--- src/rtl/imem_loader_pkg.sv ---
// rtl/imem_loader_pkg.sv - shared state encoding and field sizes for the instruction-memory loader
package imem_loader_pkg;

  // Loader sequencing states
  typedef enum logic [2:0] {
    ST_IDLE,
    ST_HDR,
    ST_DATA,
    ST_WRITE,
    ST_CSUM,
    ST_DONE,
    ST_ERR
  } state_e;

  // Bytes in the word-count header and in the trailing checksum
  localparam int HDR_BYTES  = 4;
  // Bytes per little-endian instruction word
  localparam int WORD_BYTES = 4;

endpackage

--- src/rtl/imem_loader_if.sv ---
// rtl/imem_loader_if.sv - byte stream in and instruction-memory write port out of the loader
interface imem_loader_if;

  // Host byte stream (UART receiver side)
  logic [7:0]  rx_data;
  logic        rx_valid;
  logic        rx_ready;

  // Instruction-memory write port
  logic        imem_we;
  logic [31:0] imem_addr;
  logic [31:0] imem_din;

  // Loader side: consumes the byte stream, drives the memory port
  modport master (
    input  rx_data,
    input  rx_valid,
    output rx_ready,
    output imem_we,
    output imem_addr,
    output imem_din
  );

  // Environment side: byte source and memory
  modport slave (
    output rx_data,
    output rx_valid,
    input  rx_ready,
    input  imem_we,
    input  imem_addr,
    input  imem_din
  );

endinterface

--- src/rtl/imem_loader_byte_word_assembler.sv ---
// rtl/imem_loader_byte_word_assembler.sv - gathers four bytes into one little-endian 32-bit word
module byte_word_assembler
  import imem_loader_pkg::*;
(
  input  logic        clk,
  input  logic        rstn,
  input  logic        clear_i,
  input  logic        byte_valid_i,
  input  logic [7:0]  byte_data_i,
  output logic [31:0] word_o,
  output logic        word_valid_o
);

  localparam logic [1:0] LAST_IDX = 2'(WORD_BYTES - 1);

  // Only the first three bytes need storage; the fourth is taken straight
  // from the input so the full word is usable on the cycle it completes.
  logic [23:0] sh_q, sh_d;
  logic [1:0]  cnt_q, cnt_d;

  // Next state: clear restarts the field, each accepted byte shifts in from the top
  always_comb begin
    sh_d  = sh_q;
    cnt_d = cnt_q;
    if (clear_i) begin
      sh_d  = '0;
      cnt_d = '0;
    end else if (byte_valid_i) begin
      sh_d  = {byte_data_i, sh_q[23:8]};
      cnt_d = cnt_q + 2'd1;
    end
  end

  // Byte holding register and position counter (counter wraps for the next field)
  always_ff @(posedge clk or negedge rstn) begin
    if (!rstn) begin
      sh_q  <= '0;
      cnt_q <= '0;
    end else begin
      sh_q  <= sh_d;
      cnt_q <= cnt_d;
    end
  end

  assign word_o       = {byte_data_i, sh_q};
  assign word_valid_o = byte_valid_i && !clear_i && (cnt_q == LAST_IDX);

endmodule

--- src/rtl/imem_loader.sv ---
// rtl/imem_loader.sv - boot loader: parses count header, writes words to imem, checks sum, releases core
module imem_loader
  import imem_loader_pkg::*;
#(
  parameter int IMEM_WORDS = 1024,
  parameter int CNT_W      = 16
) (
  input  logic          clk,
  input  logic          rstn,
  input  logic          start,
  imem_loader_if.master bus,
  output logic          cpu_rstn,
  output logic          busy,
  output logic          done,
  output logic          err
);

  if (HDR_BYTES != WORD_BYTES) begin : g_bad_field_size
    $error("header and word field sizes must match the shared assembler");
  end
  if ((64'd1 << CNT_W) <= 64'(IMEM_WORDS)) begin : g_bad_cnt_w
    $error("CNT_W too narrow for IMEM_WORDS");
  end

  state_e          state_q;
  logic [CNT_W-1:0] cnt_q;
  logic [CNT_W-1:0] idx_q;
  logic [CNT_W-1:0] idx_inc;
  logic [31:0]     sum_q;
  logic            we_q;
  logic [31:0]     addr_q;
  logic [31:0]     din_q;
  logic            cpu_rstn_q;
  logic            busy_q;
  logic            done_q;
  logic            err_q;

  logic            rx_ready;
  logic            xfer;
  logic            start_ok;
  logic [31:0]     field_word;
  logic            field_valid;

  assign rx_ready = (state_q == ST_HDR) || (state_q == ST_DATA) || (state_q == ST_CSUM);
  assign xfer     = bus.rx_valid && rx_ready;
  assign start_ok = start && ((state_q == ST_IDLE) || (state_q == ST_DONE) || (state_q == ST_ERR));
  assign idx_inc  = idx_q + CNT_W'(1);

  byte_word_assembler u_asm (
    .clk          (clk),
    .rstn         (rstn),
    .clear_i      (start_ok),
    .byte_valid_i (xfer),
    .byte_data_i  (bus.rx_data),
    .word_o       (field_word),
    .word_valid_o (field_valid)
  );

  // Load sequencer with registered outputs
  always_ff @(posedge clk or negedge rstn) begin
    if (!rstn) begin
      state_q    <= ST_IDLE;
      cnt_q      <= '0;
      idx_q      <= '0;
      sum_q      <= '0;
      we_q       <= 1'b0;
      addr_q     <= '0;
      din_q      <= '0;
      cpu_rstn_q <= 1'b0;
      busy_q     <= 1'b0;
      done_q     <= 1'b0;
      err_q      <= 1'b0;
    end else begin
      case (state_q)
        ST_IDLE, ST_DONE, ST_ERR: begin
          if (start) begin
            state_q    <= ST_HDR;
            idx_q      <= '0;
            sum_q      <= '0;
            busy_q     <= 1'b1;
            done_q     <= 1'b0;
            err_q      <= 1'b0;
            cpu_rstn_q <= 1'b0;
          end
        end
        ST_HDR: begin
          if (field_valid) begin
            // Full 32-bit compare so oversized counts are not masked by CNT_W
            cnt_q <= field_word[CNT_W-1:0];
            if (field_word > 32'(IMEM_WORDS)) begin
              state_q <= ST_ERR;
              busy_q  <= 1'b0;
              err_q   <= 1'b1;
            end else if (field_word == '0) begin
              state_q <= ST_CSUM;
            end else begin
              state_q <= ST_DATA;
            end
          end
        end
        ST_DATA: begin
          if (field_valid) begin
            state_q <= ST_WRITE;
            we_q    <= 1'b1;
            addr_q  <= 32'({idx_q, 2'b00});
            din_q   <= field_word;
          end
        end
        ST_WRITE: begin
          we_q  <= 1'b0;
          sum_q <= sum_q + din_q;
          idx_q <= idx_inc;
          if (idx_inc == cnt_q) begin
            state_q <= ST_CSUM;
          end else begin
            state_q <= ST_DATA;
          end
        end
        ST_CSUM: begin
          if (field_valid) begin
            busy_q <= 1'b0;
            if (field_word == sum_q) begin
              state_q    <= ST_DONE;
              done_q     <= 1'b1;
              cpu_rstn_q <= 1'b1;
            end else begin
              state_q <= ST_ERR;
              err_q   <= 1'b1;
            end
          end
        end
        default: begin
          state_q <= ST_IDLE;
        end
      endcase
    end
  end

  assign bus.rx_ready  = rx_ready;
  assign bus.imem_we   = we_q;
  assign bus.imem_addr = addr_q;
  assign bus.imem_din  = din_q;
  assign cpu_rstn      = cpu_rstn_q;
  assign busy          = busy_q;
  assign done          = done_q;
  assign err           = err_q;

endmodule

--- src/flat_wrapper.sv ---
// flat-port wrapper written by rule: the top's interface ports become plain ports
module imem_loader_flat import imem_loader_pkg::*;
#(
  parameter int IMEM_WORDS = 1024,
  parameter int CNT_W      = 16
)
  (clk, rstn, start, cpu_rstn, busy, done, err, bus_rx_data, bus_rx_valid, bus_rx_ready, bus_imem_we, bus_imem_addr, bus_imem_din);
  imem_loader_if bus_i ();
  input  logic clk;
  input  logic rstn;
  input  logic start;
  output logic cpu_rstn;
  output logic busy;
  output logic done;
  output logic err;
  input wire logic [$bits(bus_i.rx_data)-1:0] bus_rx_data;
  input wire logic [$bits(bus_i.rx_valid)-1:0] bus_rx_valid;
  output wire logic [$bits(bus_i.rx_ready)-1:0] bus_rx_ready;
  output wire logic [$bits(bus_i.imem_we)-1:0] bus_imem_we;
  output wire logic [$bits(bus_i.imem_addr)-1:0] bus_imem_addr;
  output wire logic [$bits(bus_i.imem_din)-1:0] bus_imem_din;
  assign bus_i.rx_data = bus_rx_data;
  assign bus_i.rx_valid = bus_rx_valid;
  assign bus_rx_ready = bus_i.rx_ready;
  assign bus_imem_we = bus_i.imem_we;
  assign bus_imem_addr = bus_i.imem_addr;
  assign bus_imem_din = bus_i.imem_din;
  imem_loader #(.IMEM_WORDS(IMEM_WORDS), .CNT_W(CNT_W)) u_core (.clk(clk), .rstn(rstn), .start(start), .bus(bus_i), .cpu_rstn(cpu_rstn), .busy(busy), .done(done), .err(err));
endmodule
--- config.mk ---
export PLATFORM = sky130hd
export DESIGN_NAME = imem_loader_flat
export DESIGN_NICKNAME = d
export VERILOG_FILES = /design/src/rtl/imem_loader_pkg.sv /design/src/rtl/imem_loader_if.sv /design/src/rtl/imem_loader_byte_word_assembler.sv /design/src/rtl/imem_loader.sv /design/src/flat_wrapper.sv
export SDC_FILE = /design/constraint.sdc
export NUM_CORES = 1
export LEC_CHECK = 0
export ABC_AREA = 1
export CORE_ASPECT_RATIO = 1.4
export CORE_MARGIN = 2
export CORE_UTILIZATION = 42
export CTS_BUF_LIST = sky130_fd_sc_hd__clkbuf_16
export DETAILED_ROUTE_END_ITERATION = 8
export PLACE_DENSITY = 0.74
export SYNTH_ARGS = -nofsm -noshare
export SYNTH_HDL_FRONTEND = slang
export SYNTH_SLANG_ARGS = --single-unit
--- constraint.sdc ---
create_clock -name clk -period 2.9 [get_ports clk]
set_input_delay 0.58 -clock clk [delete_from_list [all_inputs] [get_ports clk]]
set_output_delay 0.58 -clock clk [all_outputs]
set_load 0.1 [all_outputs]
-- Yosys cells after proc, flatten, opt, wreduce, memory -nomap -nowiden
Cells that the tools add are included.
- muxes and demuxes: 33
- $add $sub $neg: 3
- order comparisons: 1
- eq/ne operators: 16
- reduce and logical (&&, ||, !) cells: 25
- operator list (kind ; count):
    $pmux W32 S2 ; 1
    $mux W24 ; 2
    $add A32 B32 Y32 ; 1
    $eq A32 B32 Y1 ; 1
    $gt A32 B11 Y1 const B ; 1
    $logic_not A32 Y1 ; 1
    $mux W32 ; 1
    $pmux W16 S2 ; 1
    $mux W3 ; 7
    $add A16 B1 Y16 const B ; 1
    $eq A16 B16 Y1 ; 1
    $mux W16 ; 1
    $pmux W3 S5 ; 1
    $mux W1 ; 12
    $eq A3 B3 Y1 const B ; 3
    $ne A2 B2 Y1 const B ; 4
    $reduce_and A2 Y1 ; 4
    $reduce_and A4 Y1 ; 2
    $reduce_bool A2 Y1 ; 4
    $eq A3 B2 Y1 const B ; 2
    $mux W2 ; 3
    $ne A2 B1 Y1 const B ; 3
    $pmux W1 S3 ; 2
    $reduce_and A6 Y1 ; 1
    other kinds (11) ; 18
- register bits after elaboration: 145
- output and inout port bits: 70

-- Logic depth before layout (Yosys ltp)
Gate-level depths: netlist (run 1).
- depth after elaboration: 9
- depth in mapped cells: 16
- mapped depth without buffers: 16

-- Cells and area by module
Synthesis (run 1) repeated with hierarchy kept, for this count alone.
- cells, all modules: 1183
- area, all modules: 8803.4 um^2
- modules (own cells, without submodules) (module ; sequential area each (um^2) ; area each (um^2) ; times used ; cells each):
    imem_loader ; 2977.9 ; 7676.1 ; 1 ; 1059
    byte_word_assembler ; 650.6 ; 1127.3 ; 1 ; 124

-- Worst setup path before layout (run 1)
Ideal clock, no wire load.
- path type: register to register
- from: reg u_core.din_q[0] (netlist: u_core.bus.imem_din[0])
- to: reg u_core.sum_q[24]
- setup slack: 206 ps
- arrival time: 2576 ps
- period minus slack after synthesis: 2694 ps
- stages on the path, launching flop included: 14
- library setup time: 118 ps
- data required time: 2782 ps
- path through: dfrtp_1 ha_1 fa_1 nand3_1 nand2_1 nand3_1 nand3_1 nand2_1 inv_1 or2_2 nand3_1 nand3_1 nand3_1 nand2_1
- word-level cells in the longest chain between the ends: 2
- RTL lines (item ; RTL line ; text):
    start, declared ; imem_loader.sv:32 ; logic [31:0] din_q;
    start signal, assigned ; imem_loader.sv:106 ; din_q <= field_word;
    $add A32 B32 Y32 ; imem_loader.sv:111 ; sum_q <= sum_q + din_q;
    $pmux W32 S2 ; imem_loader.sv:74 ; case (state_q)
    end signal, assigned ; imem_loader.sv:111 ;
    end, declared ; imem_loader.sv:29 ; logic [31:0] sum_q;
Every way passes these cells.
A chain may end at the register's enable or synchronous reset.

-- Worst setup path after layout (run 1)
- from: reg u_core.din_q[2] (netlist: u_core.bus.imem_din[2])
- to: reg u_core.sum_q[31]
The elaborated chain is that of the path after synthesis.

==> results of run 1 <==
worst max-delay path by stage:
stage                                       startpoint                      endpoint  slack, ns  depth (start not counted)
floorplan           u_core.bus.imem_din[0]$_DFFE_PN0P_  u_core.sum_q[24]$_DFFE_PN0P_       0.21                         13
global placement    u_core.bus.imem_din[0]$_DFFE_PN0P_  u_core.sum_q[24]$_DFFE_PN0P_       0.44                         13
detailed placement  u_core.bus.imem_din[0]$_DFFE_PN0P_  u_core.sum_q[24]$_DFFE_PN0P_       0.42                         13
CTS                 u_core.bus.imem_din[0]$_DFFE_PN0P_  u_core.sum_q[24]$_DFFE_PN0P_       0.40                         13
global route        u_core.bus.imem_din[3]$_DFFE_PN0P_  u_core.sum_q[30]$_DFFE_PN0P_       0.12                          9
finish              u_core.bus.imem_din[2]$_DFFE_PN0P_  u_core.sum_q[31]$_DFFE_PN0P_       0.34                         10
sequential cells by signal (all words and copies together), names as in the netlist:
register / count
u_core.state_q: 3
u_core.u_asm.sh_q: 24
u_core.bus.imem_din: 32
u_core.busy: 1
u_core.cnt_q: 16
u_core.bus.imem_addr: 16
u_core.u_asm.cnt_q: 2
u_core.idx_q: 16
u_core.sum_q: 32
u_core.bus.imem_we: 1
u_core.cpu_rstn: 1
u_core.err: 1
layer usage:
metal  up-vias  GRT usage, %  part of all wire [%]
met2       284          43.2                    52
met1      3789          26.7                    39
met5         -             0                     0
met3        74          4.15                   4.5
li1       3862             -                     -
met4         0          12.8                   5.1
cell families after synthesis:
| kind of cell | count (synthesis) |
|---|---|
| other | 1 |
| adder cells (fa/ha/maj) | 34 |
| flip-flops | 145 |
| buffers and inverters | 177 |
| XOR/XNOR | 22 |
| AND/OR/NAND/NOR | 499 |
| AO/OA/AOI/OAI | 254 |
worst max-delay path, stage by stage, from the launching register on:
cell and delay [ns]:
dfrtp_1 0.40, ha_1 0.38, nand2_1 0.09, o21ai_2 0.18
nand2_1 0.08, nand2_1 0.13, a21oi_1 0.11, o21ai_0 0.65
nand2_1 0.17, a21oi_1 0.17, o21ai_0 0.09
area by class of cell:
class                   count  area [um^2]
fillers                  1951        10000
multi-input cells         825         4160
flip-flops and latches    145         3630
repair buffers             80          654
inverters                 133          499
clock buffers              17          425
well taps                 252          315
clock inverters            15          145
power groups by stage:
stage | Combinational [mW] | Sequential, mW | Clock (mW)
final | 4.07 | 2.97 | 2.14
after global routing | 4.40 | 3.02 | 2.25
after CTS | 4.05 | 2.96 | 2.18
after global placement | 3.98 | 2.98 | 0
after floorplan | 2.15 | 3.70 | 0
after detailed placement | 4.02 | 2.99 | 0
layout by cell type (no fill, tap or decap), drive strengths merged, types with 2 or more instances in the layout:
master           n
nand2          313
dfrtp          145
inv            134
o21ai          130
nor2            84
buf             70
nand3           63
a21oi           57
o22ai           43
ha              33
nand4           23
clkbuf          17
conb            16
xnor2           12
clkdlybuf4s50   10
o21a             9
xor2             9
nor3             8
clkinv           8
or2              6
a21boi           5
clkinvlp         4
a21o             3
o21bai           2
o211ai           2
bufinv           2
==> run_results.csv, run 1 <==
group,metric,value,unit
synth,synth_top_family_by_area,"simple AND/OR/NAND/NOR gates",
cts,path_clk_slew,0.06,ns
layout,nets,1248,
layout,drive_above_1_share,9.55,%
global_route,grtUsageTotal,23.8,%
worst_hold_path,holdCritPathClass,"in2async",
power_and_ir_drop,power_frac_comb,44.3,%
synth,synth_xor_area_share,2.44,%
cts,cts_root_buf,"clkbuf_16",
synth,synthCells,1132,
floorplanning,io_pins,82,
synth,ys_ff_latch,145,
timing,slew_headroom,46.2,%
synth,synth_compound_area_share,16.3,%
synth,synth-edff-count,0,
timing,fin_ws,0.341,ns
synth,yosysSeqAreaShare,42.6,%
cts,hold_buffers,0,
status,status,"complete, no violations",
synth,synthTopCellsByArea,"dfrtp_1 (43%), nand2_1 (14%), o21ai_0 (5.6%), inv_1 (5.6%), ha_1 (4.9%)",
place,post-place-ws,0.419,ns
timing,fin_crit,2.56,ns
cts,clock-sinks,145,
synth,netlist_top_cells_count,"nand2_1 (311), dfrtp_1 (145), inv_1 (128), o21ai_0 (96), nor2_1 (80)",
drt,routed_wl,25000,um
critical_path,end_kind,"register",
cts,cts_resized,0,
place,dp_hpwl,18700,um
synth,synthArstFlopShare,100,%
cts,cts_tree,"yes",
floorplanning,num_rows,61,
power_and_ir_drop,p_seq_share,32.4,%
timing,fmaxAchievable,391,MHz
synth,synthMuxAreaShare,0,%
place,placement.cell_area,9260,um^2
critical_path,r2r_slack,0.34,ns
job,maxCapViolations,0,
power_and_ir_drop,peakVddDrop,0.536,mV
drt,drc_errors,0,
power_and_ir_drop,p_int,4.82,mW
cts,post_cts_buffers,0,
critical_path,cp_max_fo,5,
synth,post-synth-top-area-cell,"dfrtp_1",
timing,tightest_slew,0.799,ns
critical_path,reg2regPathDepth,10,
synth,yosys.area_share.simple,24.3,%
layout,diodes,0,
critical_path,cp_data_required_time,3.22,ns
cts,clock_latency,0.43,ns
timing,min_period_over_period,88.3,%
layout,final_cell_area,9830,um^2
floorplanning,core,19800,um^2
synth,synth.most_common_cell,"nand2_1",
timing,whs,0.117,ns
drt,drt_pass1_iterations,6,
cts,cts_buffers,17,
drt,vias,8009,
power_and_ir_drop,total_power,9.19,mW
global_route,grt_max_degree,63,
synth,synthFlopType,"dfrtp_1",
critical_path,arrival,2.87,ns
critical_path,cp-start-kind,"register",
layout,final_util,49.5,%
power_and_ir_drop,powerDensity,934,nW/um^2
floorplanning,die_w,124,um
synth,synth.top_cell.area_share,42.6,%
floorplanning,start_util,42.9,%
cts,htreeDepth,4,
timing,fin_worst_skew,0.00832,ns
critical_path,r2r_end,"u_core.sum_q[31]$_DFFE_PN0P_",
global_route,grt_pass1_wl,40300,um
synth,syn_area_per_cell,7.52,um^2
synth,synth_cell_types,43,
drt,detail_route.wl_per_cell,17.0,um
timing,grt_setup_unrepaired,"false",
synth,synth_fa_ha_area_share,5.09,%
critical_path,r2r_start,"u_core.bus.imem_din[2]$_DFFE_PN0P_",
place,routabilityCongestion,0.999,
global_route,grt.overflow.total,0,
place,io_buffers,65,
timing,drv_slew,0,
timing,hold_violations,0,
global_route,grt_pass1_vias,7797,
drt,vias_per_cell,5.46,
timing,fin_tns_setup,0,ns
drt,drt_iter0_drc,761,
synth,ys.warnings.count,0,
cts,clock_path_buffers,2,
layout,syn_to_final_growth,15.5,%
critical_path,critPathKind,"reg2reg",
layout,fin_cells,1467,
floorplanning,chipHeight,172,um
synth,synthesis.area,8510,um^2
power_and_ir_drop,swShare,47.5,%
timing,finalSetupViolations,0,
drt,antenna_left,0,
floorplanning,die_area,21400,um^2
place,dp_cells,1435,
power_and_ir_drop,clock_power_share,23.3,%
power_and_ir_drop,switchingPower,4.36,mW
power_and_ir_drop,p_leak,4.63,nW
global_route,antenna_found_initial,0,
Power figures use the tool's default switching activity.
==> inputs of run 2 (changes only) <==
PLACE_DENSITY = 0.73   (was 0.74)
SYNTH_HIERARCHICAL = 1   (was default)
==> run_results.csv, run 2 <==
group,metric,value,unit
status,status,"complete, no violations",
layout,diodes,0,
synth,synthesis.area,8800,um^2
synth,synthTopCellsByArea,"dfrtp_1 (41%), nand2_1 (15%), o21ai_0 (6.0%), inv_1 (4.9%), ha_1 (4.7%)",
power_and_ir_drop,p_seq_share,33.3,%
layout,final_common_cell,"nand2_1",
critical_path,end_kind,"register",
timing,tightest_slew,0.727,ns
synth,netlist_top_cells_count,"nand2_1 (356), dfrtp_1 (145), inv_1 (115), o21ai_0 (106), nand3_1 (82)",
power_and_ir_drop,powerDensity,757,nW/um^2
power_and_ir_drop,peakVddDrop,0.426,mV
global_route,grt_pass1_vias,7610,
floorplanning,io_pins,82,
global_route,grt.overflow.total,0,
timing,fin_ws,0.422,ns
critical_path,r2r_slack,0.42,ns
floorplanning,num_rows,62,
synth,ys.warnings.count,6,
cts,path_clk_slew,0.07,ns
timing,drv_slew,0,
timing,fin_crit,2.48,ns
timing,finalSetupViolations,0,
layout,syn_to_final_growth,14.2,%
timing,fin_worst_skew,0.0101,ns
cts,post_cts_buffers,0,
drt,drt_iter0_drc,608,
drt,routed_wl,23900,um
synth,ys_ff_latch,145,
floorplanning,die_area,22200,um^2
layout,fin_cells,1510,
place,io_buffers,65,
cts,clock_latency,0.43,ns
drt,detail_route.wl_per_cell,15.8,um
place,placement.cell_area,9480,um^2
layout,fillers,2028,
synth,synthArstFlopShare,100,%
cts,cts_resized,0,
cts,clock_path_buffers,2,
synth,synth.most_common_cell,"nand2_1",
layout,final_cell_area,10100,um^2
cts,clock-sinks,145,
drt,vias_per_cell,5.31,
drt,vias,8019,
layout,multiInputGateArea,4450,um^2
critical_path,critPathKind,"reg2reg",
cts,cts_tree,"yes",
floorplanning,die_w,126,um
global_route,grt_pass1_wl,38500,um
power_and_ir_drop,p_leak,4.94,nW
timing,min_period_over_period,85.4,%
cts,cts_buffers,17,
synth,yosysSeqAreaShare,41.2,%
synth,syn_area_per_cell,7.44,um^2
critical_path,r2r_end,"u_core/bus.imem_addr[12]$_DFFE_PN0P_",
cts,htreeDepth,4,
drt,antenna_left,0,
power_and_ir_drop,p_int,4.17,mW
drt,drt_pass1_iterations,7,
synth,synthFlopType,"dfrtp_1",
floorplanning,core,20600,um^2
place,routabilityCongestion,0.963,
power_and_ir_drop,swShare,45.2,%
floorplanning,start_util,42.8,%
timing,fin_tns_setup,0,ns
timing,grt_setup_unrepaired,"false",
synth,post-synth-top-area-cell,"dfrtp_1",
power_and_ir_drop,power_frac_comb,38.3,%
global_route,antenna_found_initial,0,
critical_path,cp-start-kind,"register",
synth,synth_cell_types,41,
critical_path,arrival,2.78,ns
place,post-place-ws,0.254,ns
worst_hold_path,holdCritPathClass,"in2async",
synth,synthCells,1183,
power_and_ir_drop,clock_power_share,28.4,%
timing,fmaxAchievable,404,MHz
global_route,grtUsageTotal,21.9,%
job,maxCapViolations,0,
layout,regArea,3630,um^2
critical_path,cp_max_fo,65,
place,dp_hpwl,18200,um
place,dp_cells,1478,
critical_path,r2r_start,"u_core/state_q[1]$_DFFE_PN0P_",
layout,nets,1287,
layout,drive_above_1_share,10.5,%
drt,drc_errors,0,
global_route,grt_max_degree,79,
cts,cts_root_buf,"clkbuf_16",
power_and_ir_drop,switchingPower,3.44,mW
layout,layout_common_cells,"nand2_1 (355), dfrtp_1 (145), inv_1 (115)",
floorplanning,chipHeight,175,um
critical_path,reg2regPathDepth,13,
timing,whs,0.161,ns
critical_path,cp_data_required_time,3.20,ns
timing,hold_violations,0,
synth,synth.top_cell.area_share,41.2,%
timing,slew_headroom,51.5,%
synth,synth-edff-count,0,
cts,hold_buffers,0,
## run 2: cell types whose count changed after synthesis, sizes merged, moves of 3 or more
cell    before  now
nor2        84   89
a21boi       5    2
xor2         9   18
inv        132  120
o21ai      130  114
nand3b       1    5
o22ai       43   22
nand3       63   85
nand2      313  361
nor3         8   15
o21a         9    3
nand4       23   19
a21oi       57   60
buf         32   43
## run 2: worst max-delay path, stage by stage (launching register included)
cell,delay (ns)
dfrtp_1,0.40
inv_1,0.10
o21ai_2,0.19
a21oi_1,0.06
nand2_1,0.11
nor2_2,0.07
nor3_4,0.17
nand2_2,0.10
inv_1,0.18
inv_2,0.05
and3_1,0.19
nand2_2,0.27
buf_12,0.27
o21ai_0,0.12
## run 2: worst max path at each step
stage,start,end,cells after the start
after floorplan,u_core/state_q[0]$_DFFE_PN0P_,u_core/bus.imem_din[1]$_DFFE_PN0P_,16
after global placement,start,u_core/bus.imem_addr[3]$_DFFE_PN0P_,10
after detailed placement,start,u_core/bus.imem_din[1]$_DFFE_PN0P_,10
after CTS,u_core/state_q[1]$_DFFE_PN0P_,u_core/bus.imem_din[7]$_DFFE_PN0P_,13
after global routing,u_core/state_q[1]$_DFFE_PN0P_,u_core/bus.imem_din[11]$_DFFE_PN0P_,14
final,u_core/state_q[1]$_DFFE_PN0P_,u_core/bus.imem_addr[12]$_DFFE_PN0P_,13
## run 2: cells by family (layout without fill, tap and decap cells)
kind of cell               Yosys count  after routing  synth area share [%]
AOI/OAI and AO/OA                  213            213                  13.0
and+or+nand+nor                    582            582                  28.3
adders and majority gates           34             34                  4.92
other                                1             16                0.0426
buffers and inverters              174            230                  8.95
muxes                                1              1                 0.128
xor gates and xnor gates            33             33                  3.44
DFF                                145            145                  41.2
## run 2: power groups by stage
stage | Sequential [mW] | Combinational, mW | Clock [mW]
4_1_cts | 2.53 | 2.91 | 2.19
3_5_place_dp | 2.56 | 2.91 | 0
3_3_place_gp | 2.56 | 2.87 | 0
5_1_grt | 2.55 | 3.18 | 2.29
2_1_floorplan | 2.81 | 1.94 | 0
6_report | 2.54 | 2.92 | 2.16
## run 2: through the flow
stage               utilization [%]  power, mW
finish                         48.9       7.61
global route                   48.9       8.02
CTS                            48.9       7.63
detailed placement             46.1       5.47
global placement               46.1       5.43
floorplan                         -       4.75
## run 2: final cells by class
type | count | share of cell area (%)
inverter | 120 | 4.48
sequential | 145 | 36.1
clock inverter | 15 | 1.46
clock buffer | 17 | 4.23
multi-input combinational | 879 | 44.2
timing repair buffer | 78 | 6.36
tap | 256 | 3.19
## run 2: routing by layer
| metal | global-route usage (%) | routed length (um) | up-vias |
|---|---|---|---|
| met5 | 0 | 0 | - |
| met4 | 9.89 | 951 | 0 |
| met3 | 3.23 | 895 | 54 |
| met2 | 39.7 | 12500 | 239 |
| met1 | 25.5 | 9560 | 3774 |
| li1 | - | - | 3952 |
==> inputs of run 3 (changes only) <==
SLEW_MARGIN = 15   (was default)
==> results of run 3 <==
The final DEF is identical to that of run 2; final timing and power are the same.
